File: config.mk
export PLATFORM = sky130hd
export DESIGN_NAME = voice_timer_ctrl_flat
export DESIGN_NICKNAME = d
export VERILOG_FILES = /design/src/rtl/voice_timer_pkg.sv /design/src/rtl/voice_timer_ctrl_if.sv /design/src/rtl/voice_tick_prescaler.sv /design/src/rtl/voice_timer_ctrl.sv /design/src/flat_wrapper.sv
export SDC_FILE = /design/constraint.sdc
export NUM_CORES = 1
export LEC_CHECK = 0
export BUFFER_PORTS_ARGS = -buffer_cell sky130_fd_sc_hd__clkbuf_2
export CORE_MARGIN = 3
export CORE_UTILIZATION = 30
export CTS_CLUSTER_DIAMETER = 60
export DETAILED_ROUTE_END_ITERATION = 8
export HOLD_SLACK_MARGIN = 0.15
export SLEW_MARGIN = 10
export SYNTH_ARGS = -nofsm -noshare
export SYNTH_HDL_FRONTEND = slang
export SYNTH_SLANG_ARGS = --single-unit
File: constraint.sdc
create_clock -name clk -period 3.04 [get_ports clk]
set_clock_uncertainty 0.15 [all_clocks]
set_input_delay 0.152 -clock clk [delete_from_list [all_inputs] [get_ports clk]]
set_output_delay 0.152 -clock clk [all_outputs]
set_load 0.02 [all_outputs]
File: src/rtl/voice_timer_pkg.sv
// Shared types and constants for the voice-path interval timer.
// Holds the FSM state encoding and the sizing defaults used by the timer and its prescaler.
package voice_timer_pkg;

  typedef enum logic [1:0] {
    ST_IDLE  = 2'd0,
    ST_RUN   = 2'd1,
    ST_PAUSE = 2'd2,
    ST_DONE  = 2'd3
  } timer_state_e;

  localparam int             CNT_W_DEF    = 16;
  localparam int             PS_W         = 16;
  localparam logic [PS_W-1:0] PRESCALE_MIN = 16'd2;

endpackage

File: src/rtl/voice_timer_ctrl_if.sv
// Command/status bundle between a timer client and voice_timer_ctrl.
// The client drives the i_* commands and observes the registered o_* status.
interface voice_timer_ctrl_if
  import voice_timer_pkg::*;
#(
  parameter int CNT_W = CNT_W_DEF
);

  logic             i_start;
  logic             i_stop;
  logic             i_clear;
  logic [CNT_W-1:0] i_target;
  logic             i_auto_reload;
  logic [CNT_W-1:0] o_count;
  logic             o_tick;
  logic             o_expire;
  logic             o_busy;
  logic [1:0]       o_state;

  modport master (
    output i_start, i_stop, i_clear, i_target, i_auto_reload,
    input  o_count, o_tick, o_expire, o_busy, o_state
  );

  modport slave (
    input  i_start, i_stop, i_clear, i_target, i_auto_reload,
    output o_count, o_tick, o_expire, o_busy, o_state
  );

endinterface

File: src/rtl/voice_tick_prescaler.sv
// Clock-to-tick divider: counts 0..PRESCALE-1 while enabled, holds otherwise.
// o_tick flags the terminal count; the owner decides whether that cycle really ticks.
module voice_tick_prescaler
  import voice_timer_pkg::*;
#(
  parameter logic [PS_W-1:0] PRESCALE = 16'd1000
) (
  input  logic clk,
  input  logic i_rst_n,
  input  logic i_en,
  input  logic i_clr,
  output logic o_tick
);

  localparam logic [PS_W-1:0] PS_LAST = PRESCALE - 16'd1;
  localparam logic [PS_W-1:0] PS_ONE  = 16'd1;

  logic [PS_W-1:0] ps_q;
  logic [PS_W-1:0] ps_d;

  assign o_tick = (ps_q == PS_LAST);

  always_comb begin
    ps_d = ps_q;
    if (i_clr) begin
      ps_d = '0;
    end else if (i_en) begin
      ps_d = (ps_q == PS_LAST) ? '0 : ps_q + PS_ONE;
    end
  end

  always_ff @(posedge clk or negedge i_rst_n) begin
    if (!i_rst_n) begin
      ps_q <= '0;
    end else begin
      ps_q <= ps_d;
    end
  end

endmodule

File: src/rtl/voice_timer_ctrl.sv
// Tick-based interval timer: start/pause/resume/clear sequencing of a tick counter
// with one-shot or auto-reload expiry. All status outputs are registered.
module voice_timer_ctrl
  import voice_timer_pkg::*;
#(
  parameter logic [PS_W-1:0] PRESCALE = 16'd1000,
  parameter int              CNT_W    = CNT_W_DEF
) (
  input  logic               clk,
  input  logic               i_rst_n,
  voice_timer_ctrl_if.slave  bus
);

  // Out-of-range prescale values are clamped so the divider always has a real period.
  localparam logic [PS_W-1:0]  PS_EFF  = (PRESCALE < PRESCALE_MIN) ? PRESCALE_MIN : PRESCALE;
  localparam logic [CNT_W-1:0] CNT_ONE = CNT_W'(1);

  timer_state_e     state_q, state_d;
  logic [CNT_W-1:0] count_q, count_d;
  logic [CNT_W-1:0] target_q, target_d;
  logic             reload_q, reload_d;
  logic             tick_q, tick_d;
  logic             expire_q, expire_d;
  logic             busy_q, busy_d;
  logic             ps_en, ps_clr, ps_last;

  voice_tick_prescaler #(
    .PRESCALE (PS_EFF)
  ) u_prescaler (
    .clk     (clk),
    .i_rst_n (i_rst_n),
    .i_en    (ps_en),
    .i_clr   (ps_clr),
    .o_tick  (ps_last)
  );

  // Commands are decoded strictly by priority clear > stop > start; the prescaler
  // only advances on RUN cycles that carry no stop/clear, which keeps phase across pauses.
  always_comb begin
    state_d  = state_q;
    count_d  = count_q;
    target_d = target_q;
    reload_d = reload_q;
    tick_d   = 1'b0;
    expire_d = 1'b0;
    ps_en    = 1'b0;
    ps_clr   = 1'b0;

    if (bus.i_clear) begin
      state_d = ST_IDLE;
      count_d = '0;
      ps_clr  = 1'b1;
    end else if (bus.i_stop) begin
      if (state_q == ST_RUN) begin
        state_d = ST_PAUSE;
      end else if (state_q == ST_PAUSE) begin
        state_d = ST_IDLE;
        count_d = '0;
        ps_clr  = 1'b1;
      end
    end else if (bus.i_start && (state_q != ST_RUN)) begin
      state_d = ST_RUN;
      if (state_q != ST_PAUSE) begin
        count_d  = '0;
        target_d = bus.i_target;
        reload_d = bus.i_auto_reload;
        ps_clr   = 1'b1;
      end
    end else if (state_q == ST_RUN) begin
      ps_en = 1'b1;
      if (ps_last) begin
        tick_d = 1'b1;
        // A zero target never matches, so the counter free-runs and wraps.
        if ((target_q != '0) && (count_q == target_q - CNT_ONE)) begin
          expire_d = 1'b1;
          if (reload_q) begin
            count_d = '0;
          end else begin
            count_d = target_q;
            state_d = ST_DONE;
          end
        end else begin
          count_d = count_q + CNT_ONE;
        end
      end
    end

    busy_d = (state_d == ST_RUN);
  end

  always_ff @(posedge clk or negedge i_rst_n) begin
    if (!i_rst_n) begin
      state_q  <= ST_IDLE;
      count_q  <= '0;
      target_q <= '0;
      reload_q <= 1'b0;
      tick_q   <= 1'b0;
      expire_q <= 1'b0;
      busy_q   <= 1'b0;
    end else begin
      state_q  <= state_d;
      count_q  <= count_d;
      target_q <= target_d;
      reload_q <= reload_d;
      tick_q   <= tick_d;
      expire_q <= expire_d;
      busy_q   <= busy_d;
    end
  end

  assign bus.o_count  = count_q;
  assign bus.o_tick   = tick_q;
  assign bus.o_expire = expire_q;
  assign bus.o_busy   = busy_q;
  assign bus.o_state  = state_q;

endmodule

File: src/flat_wrapper.sv
// flat-port wrapper written by rule: the top's interface ports become plain ports
module voice_timer_ctrl_flat import voice_timer_pkg::*;
#(
  parameter logic [PS_W-1:0] PRESCALE = 16'd1000,
  parameter int              CNT_W    = CNT_W_DEF
)
  (clk, i_rst_n, bus_i_start, bus_i_stop, bus_i_clear, bus_i_target, bus_i_auto_reload, bus_o_count, bus_o_tick, bus_o_expire, bus_o_busy, bus_o_state);
  voice_timer_ctrl_if #(.CNT_W(CNT_W)) bus_i ();
  input  logic clk;
  input  logic i_rst_n;
  input wire logic [$bits(bus_i.i_start)-1:0] bus_i_start;
  input wire logic [$bits(bus_i.i_stop)-1:0] bus_i_stop;
  input wire logic [$bits(bus_i.i_clear)-1:0] bus_i_clear;
  input wire logic [$bits(bus_i.i_target)-1:0] bus_i_target;
  input wire logic [$bits(bus_i.i_auto_reload)-1:0] bus_i_auto_reload;
  output wire logic [$bits(bus_i.o_count)-1:0] bus_o_count;
  output wire logic [$bits(bus_i.o_tick)-1:0] bus_o_tick;
  output wire logic [$bits(bus_i.o_expire)-1:0] bus_o_expire;
  output wire logic [$bits(bus_i.o_busy)-1:0] bus_o_busy;
  output wire logic [$bits(bus_i.o_state)-1:0] bus_o_state;
  assign bus_i.i_start = bus_i_start;
  assign bus_i.i_stop = bus_i_stop;
  assign bus_i.i_clear = bus_i_clear;
  assign bus_i.i_target = bus_i_target;
  assign bus_i.i_auto_reload = bus_i_auto_reload;
  assign bus_o_count = bus_i.o_count;
  assign bus_o_tick = bus_i.o_tick;
  assign bus_o_expire = bus_i.o_expire;
  assign bus_o_busy = bus_i.o_busy;
  assign bus_o_state = bus_i.o_state;
  voice_timer_ctrl #(.PRESCALE(PRESCALE), .CNT_W(CNT_W)) u_core (.clk(clk), .i_rst_n(i_rst_n), .bus(bus_i));
endmodule
After elaboration in Yosys (flattened, before gate mapping)
Cells that the tools add are included.
{"block": "totals", "out_inout_bits": 21, "latchBits": 0, "register_bits": 54, "ramBits": 0, "input_bits": 22, "wordCells": 74, "rom_bits": 0, "mem_count": 0}
{"block": "classes", "n_lt_le_gt_ge": 0, "n_div": 0, "mul": 0, "shift": 0, "reduce_logical": 8, "n_bitwise": 2, "muxes": 43, "n_eq_ne": 10, "n_addsub": 3}
{"operator": "$mux W16", "count": 13}
{"operator": "$add A16 B1 Y16 const B", "count": 2}
{"operator": "$mux W1", "count": 21}
{"operator": "$mux W2", "count": 9}
{"operator": "$eq A16 B10 Y1 const B", "count": 1}
{"operator": "$eq A16 B16 Y1", "count": 1}
{"operator": "$reduce_bool A16 Y1", "count": 1}
{"operator": "$sub A16 B1 Y16 const B", "count": 1}
{"operator": "$reduce_bool A4 Y1", "count": 2}
{"operator": "$reduce_and A5 Y1", "count": 1}
{"operator": "$eq A2 B1 Y1 const B", "count": 2}
{"operator": "$ne A4 B4 Y1 const B", "count": 1}
{"operator": "$reduce_and A4 Y1", "count": 1}
{"operator": "$ne A3 B1 Y1 const B", "count": 1}
{"operator": "$ne A3 B3 Y1 const B", "count": 1}
{"operator": "$eq A2 B2 Y1 const B", "count": 1}
{"operator": "$logic_and A1 B1 Y1", "count": 2}
{"operator": "$ne A2 B1 Y1 const B", "count": 1}
{"operator": "$ne A2 B2 Y1 const B", "count": 1}
{"operator": "$not A1 Y1", "count": 2}
{"operator": "$reduce_bool A2 Y1", "count": 1}

Depth between registers and ports, before layout
{"block": "depth", "depth_word": 10, "mapped_depth": 13, "mapped_depth_nobuf": 10}

Modules after synthesis
From an unflattened synthesis, not the netlist that was laid out.
{"block": "unflattened", "cells_unflattened": 386, "area_unflattened_um2": 3533.4}
{"module": "voice_timer_ctrl", "area_each_um2": 2678.8, "seq_area_each_um2": 950.9, "cells_each": 297, "n_inst": 1}
{"module": "voice_tick_prescaler", "area_each_um2": 854.6, "seq_area_each_um2": 400.4, "cells_each": 89, "n_inst": 1}

Worst setup path before layout
Ideal clock, no wire load.
{"block": "synth_path", "path_type": "reg2reg", "start": "reg u_core.target_q[0]", "end": "reg u_core.busy_q (netlist: u_core.bus.o_busy)", "synth_period_minus_slack_ns": 2.912, "path_slack_ns": 0.128, "n_path_buf": 1, "t_required_ns": 2.770, "arrival_ns": 2.643, "setup_time_ns": 0.120, "path_stages_with_launch": 12, "path_cell_list": "dfrtp_1 buf_2 inv_1 ha_1 xnor2_1 a211oi_1 nand4b_1 nor4_2 nand3_2 or2_1 or4_1 and3_1"}
{"block": "synth_between", "elab_chain_cells": 10, "elab_cells_between_ends": 11, "cone_classes": "add/sub: 1; eq/ne: 2; mux: 6; reduce/logical: 2"}
{"item": "start: declaration", "line": "voice_timer_ctrl.sv:20", "text": "logic [CNT_W-1:0] target_q, target_d;"}
{"item": "start signal: assignment", "line": "voice_timer_ctrl.sv:103", "text": "target_q <= target_d;"}
{"item": "$sub A16 B1 Y16", "line": "voice_timer_ctrl.sv:74", "text": "if ((target_q != '0) && (count_q == target_q - CNT_ONE)) begin"}
{"item": "$eq A16 B16 Y1", "line": "voice_timer_ctrl.sv:74"}
{"item": "$logic_and A1 B1 Y1 *", "line": "voice_timer_ctrl.sv:74"}
{"item": "$mux W2 *", "line": "voice_timer_ctrl.sv:74"}
{"item": "$mux W2 *", "line": "voice_timer_ctrl.sv:71", "text": "if (ps_last) begin"}
{"item": "$mux W2 *", "line": "voice_timer_ctrl.sv:69", "text": "end else if (state_q == ST_RUN) begin"}
{"item": "$mux W2 *", "line": "voice_timer_ctrl.sv:61", "text": "end else if (bus.i_start && (state_q != ST_RUN)) begin"}
{"item": "$mux W2 *", "line": "voice_timer_ctrl.sv:53", "text": "end else if (bus.i_stop) begin"}
{"item": "$mux W2 *", "line": "voice_timer_ctrl.sv:49", "text": "if (bus.i_clear) begin"}
{"item": "$eq A2 B1 Y1 *", "line": "voice_timer_ctrl.sv:88", "text": "busy_d = (state_d == ST_RUN);"}
{"item": "net u_core.busy_d", "line": "voice_timer_ctrl.sv:24", "text": "logic busy_q, busy_d;"}
{"item": "end signal: assignment", "line": "voice_timer_ctrl.sv:107", "text": "busy_q <= busy_d;"}
{"item": "end: declaration", "line": "voice_timer_ctrl.sv:24"}
The timed path passes the listed nets; every way through them passes the cells marked *.
A chain may end at the register's enable or synchronous reset.

Worst setup path after layout
{"block": "layout_path", "start": "reg u_core.target_q[3]", "end": "reg u_core.busy_q (netlist: u_core.bus.o_busy)"}
Same word-level chain as after synthesis.

==> results.cfg <==
[cts]
number_of_buffers_created_by_cts = 5
ctsRootBufferMaster = clkbuf_16
cts.clk_slew.worst_paths_ns = 0.08
cts_tree = yes
cts-htree-levels = 2
clk-insertion-delay-late_ns = 0.29
clock-sinks = 54
maximum_root_to_sink_buffer_count = 2

[critical_path]
path_max_fanout = 11
path_buf_inv = 1
crit_path_top_delay_cell = or4_1
worstPathCellList = nor4_4 -> buf_4 -> and3_1 -> xnor2_1 -> nor4_4 -> nand3_2 -> or2_1 -> or4_1 -> and3_1
cpPeakStageDelay_ns = 0.52
timing.critical_path.arrival_ns = 3.01
startpoint_type = flop
crit_start = u_core.target_q[3]
critical-path-top-delay-family = simple AND/OR/NAND/NOR gates
timing.setup.critical_path_class = reg -> reg
critPathRequiredTime_ns = 3.07
end_kind = flop
reg2reg_from = u_core.target_q[3]

[synthesis]
cell_count_after_synthesis = 396
synth_most_common_cell = dfrtp_1
async_reset_ff_frac = 1.000
yosys_warnings = 0
ranking_of_synthesized_cells_by_area = dfrtp_1, mux2_2, xnor2_1
synth_area_per_cell_sq_um = 8.809
mappedNetlistNets = 422
synthDistinctLibCells = 56
number_of_synthesized_flops_with_an_enable_pin = 0
synth_top_area_frac = 0.3874
synth.yosys.seq_area_share = 0.3874
synthesis.area_sq_um = 3488
most_instantiated_flip_flop_cell_in_the_synthesis_netlist = dfrtp_1
top_cells_by_instance_count_after_synthesis = dfrtp_1, nand2_1, o21ai_0
netlist.top_cell.by_area = dfrtp_1
register_bit_count_reported_by_yosys = 54

[timing]
finalWorstPathRequiredPeriod_ns = 2.984
timing.final.hold_violations = 0
fmaxAchievable_mhz = 335.1
setup_violations = 0
rsz_0062_raised_after_global_routing = true
slew_worst_pin_ns = 0.6542
layout_worst_path_cycle_share = 0.9817
drv_slew = 0
slew-limit-headroom = 0.5612
fin_hold_ws_ns = 0.1752

[run_status]
status = complete, no violations

[grt]
wire_length_of_the_first_global_routing_pass_um = 15970
antenna_violations_before_repair = 0
via_count_of_the_first_global_routing_pass = 3207
gr-usage-all-layers = 0.1520
grt_start_max_net_pins = 47
overflow = 0

[route]
wl_per_cell_um = 15.41
drtPass1Iterations = 4
route.antenna.remaining_nets = 0
via_count = 3252
detail_route.iter0.violations = 125
total_drc_errors_in_the_routed_layout = 0
drt-total-wl_um = 9478
routed_via_density = 5.288

[layout]
final_layout_size_suffix_gt1_frac = 0.2232
post-route-cell-area_sq_um = 4379
finalNonFillerCells = 615
fillCellCount = 1111
final_net_count = 500
antennaDiodeCount = 0
syn_to_final_growth_pct = 25.54
final_core_utilization = 0.3953

[placement]
dpl.cell_count = 585
numPortBuffers = 42
place_congestion = 0.9110
detailed_place.area_sq_um = 3988
post-dp-hpwl_um = 6923

[power]
power_density_nw_per_um2 = 449.3
worst_ir_drop_vdd_mv = 0.2264
power_leakage_nw = 1.891

[floorplan]
coreArea_sq_um = 11080
area_of_the_die_sq_um = 12960
top_level_ports = 43
rows = 38
die_h_um = 113.8
die-width_um = 113.8
start_util = 0.3149

[worst_hold_path]
hold_path_startpoint = bus_i_start
hp-class = in -> reg

[job]
drv_cap = 0
-- layout by cell type (no fill, tap or decap), types with 11 or more instances in the layout --
master | Yosys | final
clkbuf_2 | 0 | 42
a21oi_1 | 14 | 14
dlygate4sd3_1 | 0 | 22
buf_4 | 0 | 28
xor2_1 | 11 | 11
nor2_1 | 30 | 29
o21ai_0 | 31 | 31
dfrtp_1 | 54 | 53
and3_1 | 14 | 14
inv_1 | 11 | 11
mux2_2 | 17 | 17
nand2_1 | 42 | 42
xnor2_1 | 19 | 19
nand3_1 | 28 | 28
-- layout make-up --
class	instances	area, sq um	area share
clock inverters	1	5.005	0.001143
multi-input cells	310	2022	0.4617
clock buffers	7	142.6	0.03257
well taps	140	175.2	0.04000
repair buffers	92	640.6	0.1463
flip-flops and latches	54	1353	0.3089
inverters	11	41.29	0.009429
-- state kept, by name, summed over array words and instances (netlist names) --
register / cells
u_core.bus.o_busy: 1
u_core.bus.o_count: 16
u_core.bus.o_expire: 1
u_core.bus.o_state: 2
u_core.bus.o_tick: 1
u_core.reload_q: 1
u_core.target_q: 16
u_core.u_prescaler.ps_q: 16
-- metal layers --
layer	GRT usage	wire length, um	vias to the layer above
met4	0.04751	160	0
met2	0.2619	4651	86
met3	0.02546	486	13
li1	-	-	1592
met1	0.1949	4180	1561
met5	0	0	-
-- per-stage QoR --
step	setup WS, ns	total power, mW	setup TNS (ns)
5_1_grt	-0.09196	2.088	-0.1021
2_1_floorplan	0.1278	1.186	0
3_5_place_dp	0.01947	1.361	0
6_report	0.05572	1.967	0
4_1_cts	0.04874	1.981	0
3_3_place_gp	0.1220	1.349	0
-- final timing paths --
path | end | slack [ns] | depth (start not counted)
max in group asynchronous | u_core.u_prescaler.ps_q[5] | 1.76 | 3
hold reg to reg | u_core.u_prescaler.ps_q[9] | 0.34 | 1
min in group asynchronous | u_core.bus.o_count[14] | 0.38 | 3
setup / recovery | u_core.bus.o_busy | 0.06 | 9
setup reg to reg | u_core.bus.o_busy | 0.06 | 9
hold / removal | u_core.bus.o_state[1] | 0.18 | 4
-- cell families after synthesis --
| logic type | share of synthesized area |
|---|---|
| simple gates | 0.2851 |
| compound gates | 0.1377 |
| flops | 0.3874 |
| buf+inv | 0.03945 |
| xor+xnor | 0.07532 |
| mux | 0.06062 |
| fa+ha+maj | 0.01435 |
-- report_power, final --
group	total, mW	internal, mW	leakage [nW]	switching, mW
registers	0.884	0.778	0.714	0.105
clock network	0.585	0.328	0.0739	0.258
logic	0.498	0.236	1.10	0.262
-- worst reg2reg max path, cell delays in order (launching register included) --
cell and delay [ns]:
dfrtp_1 0.50, nor4_4 0.30, buf_4 0.21, and3_1 0.18, xnor2_1 0.12, nor4_4 0.33, nand3_2 0.11, or2_1 0.26
or4_1 0.52, and3_1 0.18
-- repair_timing --
item | in CTS | in global routing
hold endpoints to repair | 76 | 0
gates resized for setup | 0 | 5
hold buffers | 22 | 0
setup buffers | 0 | 0
pin swaps | 1 | 0
endpoints found under the setup margin | 1 | 11
Note: power is estimated with default switching activity, not from simulation.
